[src/rtl/fetch_stage.sv]
// fetch_stage: credit-limited in-order instruction fetch with response queue and redirect flush.
// Define FETCH_PERF_CNT_EN to add perf_fetched/perf_dropped counters.
module fetch_stage #(
  parameter logic [31:0] RESET_PC = 32'h0000_0000,
  parameter int QDEPTH = 2
) (
  input  logic        clk,
  input  logic        rst,
  output logic        imem_req_valid,
  input  logic        imem_req_ready,
  output logic [31:0] imem_req_addr,
  input  logic        imem_rsp_valid,
  input  logic [31:0] imem_rsp_data,
  input  logic        redirect_valid,
  input  logic [31:0] redirect_pc,
  output logic        inst_valid,
  input  logic        inst_ready,
  output logic [31:0] inst_data,
  output logic [31:0] inst_pc
`ifdef FETCH_PERF_CNT_EN
  ,
  output logic [31:0] perf_fetched,
  output logic [31:0] perf_dropped
`endif
);
  localparam int AW = $clog2(QDEPTH);
  localparam int CW = AW + 3;
  logic [31:0] r_fetch_pc, r_rsp_pc;
  logic [CW-1:0] r_out, r_drop, r_cnt;
  logic [AW-1:0] r_wp, r_rp;
  logic [63:0] r_q [QDEPTH];
  logic w_req_fire, w_discard, w_push, w_pop;
  logic [31:0] w_redir_pc;
  assign w_redir_pc = {redirect_pc[31:2], 2'b00};
  // stale responses still hold credit so they can never overflow the queue
  assign imem_req_valid = !rst && !redirect_valid && (r_out + r_cnt + r_drop < CW'(QDEPTH));
  assign imem_req_addr = r_fetch_pc;
  assign w_req_fire = imem_req_valid && imem_req_ready;
  assign w_discard = imem_rsp_valid && (redirect_valid || r_drop != '0);
  assign w_push = imem_rsp_valid && !w_discard;
  assign inst_valid = r_cnt != '0;
  assign w_pop = inst_valid && inst_ready;
  assign inst_data = r_q[r_rp][31:0];
  assign inst_pc = r_q[r_rp][63:32];
  always_ff @(posedge clk) begin
    if (rst) begin
      r_fetch_pc <= RESET_PC;
      r_rsp_pc <= RESET_PC;
      r_out <= '0;
      r_drop <= '0;
      r_cnt <= '0;
      r_wp <= '0;
      r_rp <= '0;
    end else begin
      r_out <= r_out + CW'(w_req_fire) - CW'(imem_rsp_valid);
      if (redirect_valid) begin
        r_fetch_pc <= w_redir_pc;
        r_rsp_pc <= w_redir_pc;
        r_drop <= r_out - CW'(imem_rsp_valid);
        r_cnt <= '0;
        r_wp <= '0;
        r_rp <= '0;
      end else begin
        if (w_req_fire) r_fetch_pc <= r_fetch_pc + 32'd4;
        if (w_discard) r_drop <= r_drop - CW'(1);
        if (w_push) begin
          r_q[r_wp] <= {r_rsp_pc, imem_rsp_data};
          r_wp <= r_wp + AW'(1);
          r_rsp_pc <= r_rsp_pc + 32'd4;
        end
        if (w_pop) r_rp <= r_rp + AW'(1);
        r_cnt <= r_cnt + CW'(w_push) - CW'(w_pop);
      end
    end
  end
`ifndef SYNTHESIS
  always_ff @(posedge clk)
    if (!rst && !redirect_valid)
      assert (!(w_push && !w_pop && r_cnt == CW'(QDEPTH))) else $error("push into full instruction queue");
`endif
`ifdef FETCH_PERF_CNT_EN
  always_ff @(posedge clk) begin
    if (rst) begin
      perf_fetched <= '0;
      perf_dropped <= '0;
    end else begin
      if (w_pop) perf_fetched <= perf_fetched + 32'd1;
      if (w_discard) perf_dropped <= perf_dropped + 32'd1;
    end
  end
`endif
endmodule

[config.mk]
export PLATFORM = sky130hd
export DESIGN_NAME = fetch_stage
export DESIGN_NICKNAME = d
export VERILOG_FILES = /design/src/rtl/fetch_stage.sv
export SDC_FILE = /design/constraint.sdc
export NUM_CORES = 1
export LEC_CHECK = 0
export ABC_AREA = 1
export BUFFER_PORTS_ARGS = -buffer_cell sky130_fd_sc_hd__clkbuf_2
export CAP_MARGIN = 20
export CORE_MARGIN = 5
export CORE_UTILIZATION = 35
export DETAILED_ROUTE_END_ITERATION = 12
export PLACE_DENSITY = 0.59
export SLEW_MARGIN = 30
export SYNTH_ARGS = -nofsm -noshare
export SYNTH_HDL_FRONTEND = slang
export SYNTH_SLANG_ARGS = --single-unit
[constraint.sdc]
create_clock -name clk -period 9.47 [get_ports clk]
set_input_delay 2.841 -clock clk [delete_from_list [all_inputs] [get_ports clk]]
set_output_delay 2.841 -clock clk [all_outputs]
set_load 0.01 [all_outputs]
==> metrics list <==
- Power share of the sequential group: 0.473
- Antenna-violating nets left: 0
- The library cell used most frequently in the layout, excluding fill and tap cells, is nand2_1.
- The cell sitting at the root of the clock tree is a clkbuf_16.
- Of the total synthesized cell area, the portion taken by XOR and XNOR cells is 0.0198.
- Status: finished, final reports clean
- Peak fanout along the critical path: 54
- Yosys mapped a number of flops with a built-in enable equal to between 100 and 150.
- For this run, the post-layout net count is 1317.
* Placed Cells incl. Taps: 1583
* Antenna violations before repair: 0
* Number of stages on the worst hold path: 1
- For this run, the total global-route usage over all layers was measured as 0.157.
* Maximum number of pins on one net before global-route repair: 63
- The Yosys step of the flow raised 0 warnings.
* Endpoint type of the worst setup path: output pin
* Slew Limit Headroom: 0.416
* Post-synthesis cell type with the largest combined area: edfxtp_1
* Worst clock skew: roughly 0.010 ns
- Tmin final: approximately 7.4 ns
- Overall power of the completed layout: 0.00215 W
* Count of instances resized after the clock tree is built: 0
- Worst Setup Path Type: in -> out
- Summed over all nets, the switching power comes to between 0.0006 and 0.0007 W.
* Register-to-register setup slack: 5.96 ns
- Routability-driven placement finished with a final weighted congestion of 0.909.
- The die covers ~31000 um^2.
- After detailed routing, the number of vias per cell comes to about 4.8.
- The longest clock path from root to sink contains 2 buffers.
* Total inserted antenna cells: 0
* Most used cells in the layout excluding fill and tap cells: 277 x nand2_1, 161 x clkbuf_2, 124 x edfxtp_1, 107 x nor2_1, 103 x inv_1
* Post-route insts no fill: 1615
* Largest family of logic cells by synthesized area: simple AND/OR/NAND/NOR gates
- For this configuration, the core starts out at a cell density of 0.353.
- Proportion of register bits with asynchronous set or reset after synthesis: 0
* Top cells by area in the synthesized netlist: edfxtp_1 38%, dfxtp_1 15%, nand2_1 11%
* Maximum vdd ir drop: 0.000117 V
- The total overflow left after global routing is 0.
* Class of the tightest hold or removal check: reg -> reg
* Net switching fraction of the power: 0.290
* Min-delay src: r_rp
* Compound-Gate Fraction of Synth Area: 0.0633
- After clock tree synthesis, the flow added hold-fix buffers numbering 0.
- In the final routed layout, each cell accounts on average for 15.4 um.
* R2r worst-path depth: 15
- TritonCTS built the clock tree.
* Arithmetic-cell share of the synthesized area counting full adders, half adders and majority gates: 0.0334
- Once placement finished, the instance area stood at 10900 um^2.
- Critical register-to-register path startpoint: r_out[1]
- The share of total power dissipated in combinational logic is 0.174.
* Ports: 168
- Top-area cell type share of the netlist area: 0.382
* Share of cell area taken by muxes after synthesis: 0.0716
* Max_cap viols: 0
- Post-detailed-placement half-perimeter wirelength: 17700 um
- Number of buffers added by the clock tree synthesis step: 17
- Iteration-0 DRC count of the detailed router: 665
* Area inside the core boundary: 27600 um^2
* Arrival @ worst endpoint: 4.51 ns
- Of the synthesized area, sequential elements account for 0.536.
* Mean Syn Cell Area: 9.10 um^2
- Derived from the worst setup path, the maximum achievable clock frequency is 0.136 GHz.
* Share of layout cells above drive strength 1: 0.229
- The worst register-to-register path ends at r_out[2].
* Clock insertion delay at the later pin of the skew report: 0.43 ns
- Vias in the first global route: between 7000 and 8000
* Number of rows in the core area: 61
- The first global-routing pass estimated 38800 um of wire.
- After clock tree synthesis, the clock-pin slew on the worst setup and hold paths is approximately 0.080 ns.
* Part of the cycle the worst path needs: 0.777
- Total power per unit cell area: 186 nW/um^2
- Setup violations remaining at the end of the flow were counted as 0.
- Overall via count from detail_route: roughly 8000
- After detailed routing, the number of remaining DRC violations is 0.
- Commonest register cell after synthesis: edfxtp_1
* Horizontal die dimension: ~180 um
- Post-synthesis register bit count: 199
- Fraction of the core area covered by cells at the end of the flow: 0.418
- Int Pwr: about 0.0015 W
* Final max-slew violation count: 0
* Area share of and/or/nand/nor cells after synthesis: 0.217
- In this run the number of H-tree levels came out at 4.
- The area growth from synthesis to layout is 18.5%.
- For the worst setup path, the data required time is approximately 6.6 ns.
- Setup repair after global routing missed its margin: false
- Input and output buffers added on the ports amount to 161.
- Portion of total power attributed to the clock network: 0.353
* Leak: 4.60 nW
- The number of setup buffers added after CTS is 0.
* Count of different cell masters after synthesis: 37
- From bottom edge to top edge, the die measures between 150 and 200 um.
* Initial DRT Pass Iterations: 5
- The final layout contains routed wiring with a total length of about 25000 um.
* Kind of start point of the critical path: input pin
- At the pin with the least slew margin, the transition time is 0.877 ns.
* Fin Setup TNS: 0 ns
- After routing the design area is 11600 um^2.
- Counting every sink on the clock net gives 199.
* Final hold violation count: 0
- Total standard cell area after synthesis: 9750 um^2
- Cell count after synthesis: about 1100
[stage by stage]
step,hold slack [ns],worst slack (ns)
floorplan,0.426,1.35
global placement,0.431,2.14
detailed placement,0.440,2.13
CTS,0.452,2.12
global route,0.491,1.91
finish,0.453,2.11
[final cells by class]
type / count / area (um^2)
multi-input cells: 732 / 3980
well taps: 378 / 473
flip-flops and latches: 199 / 5230
clock buffers: 18 / 429
fillers: 2757 / 16100
repair buffers: 167 / 851
inverters: 107 / 404
clock inverters: 14 / 199
[logic make-up after synthesis]
kind of cell    Yosys count
flops                   199
compound gates          117
other cells               1
mux                      62
fa+ha+maj                23
simple gates            504
buf+inv                 143
xor+xnor                 22
[cell usage after synthesis, types with 2 or more instances]
cell type,number
edfxtp_1,124
buf_4,6
ha_1,18
a31oi_1,12
nand2_2,4
nand2_1,277
a211oi_1,2
dfxtp_1,75
nand3_1,79
mux2_2,62
inv_1,103
nor3_1,12
inv_2,3
xor2_1,19
nor2_1,107
or2_2,4
o21ai_0,40
a21oi_1,59
clkbuf_1,19
nand3b_1,6
xnor2_1,3
nor2_4,3
nand4_1,7
fa_1,5
buf_2,7
buf_1,4
[metal layers]
layer / GRT usage / up-vias / wire length, um
met5: 0 / - / 0
met4: 0.0342 / 0 / 337
met3: 0.0382 / 26 / 1960
met2: 0.232 / 274 / 10600
met1: 0.236 / 3600 / 12000
li1: - / 3873 / -
[critical path, cell delays in order]
cell and delay (ns):
clkbuf_2 0.08, buf_4 0.25, inv_4 0.49, nand2_2 0.22, nor3b_2 0.26, nand3_1 0.14
inv_1 0.07, clkbuf_2 0.12
[registers in the layout (all words and copies together) (netlist names), named ones only]
signal / cells
r_q: 124
imem_req_addr: 30
r_rsp_pc: 30
r_cnt: 4
r_drop: 4
r_out: 4
r_rp: 1
r_wp: 1
[power groups by stage]
stage | sequential [W] | clock [W] | combinational (W)
floorplan | 0.00103 | 0 | 0.000261
global placement | 0.00104 | 0 | 0.000370
detailed placement | 0.00104 | 0 | 0.000376
CTS | 0.00102 | 0.000777 | 0.000380
global route | 0.00102 | 0.000812 | 0.000426
finish | 0.00102 | 0.000758 | 0.000373
[worst max-delay path by stage]
stage	startpoint	to	slack, ns	cells past startpoint
after global routing	redirect_valid	imem_req_valid	1.91	8
after global placement	redirect_valid	imem_req_valid	2.14	8
after floorplan	redirect_valid	r_q[0][0]	1.35	5
final	redirect_valid	imem_req_valid	2.11	8
after CTS	redirect_valid	imem_req_valid	2.12	8
after detailed placement	redirect_valid	imem_req_valid	2.13	8
Note: power is estimated with default switching activity, not from simulation.
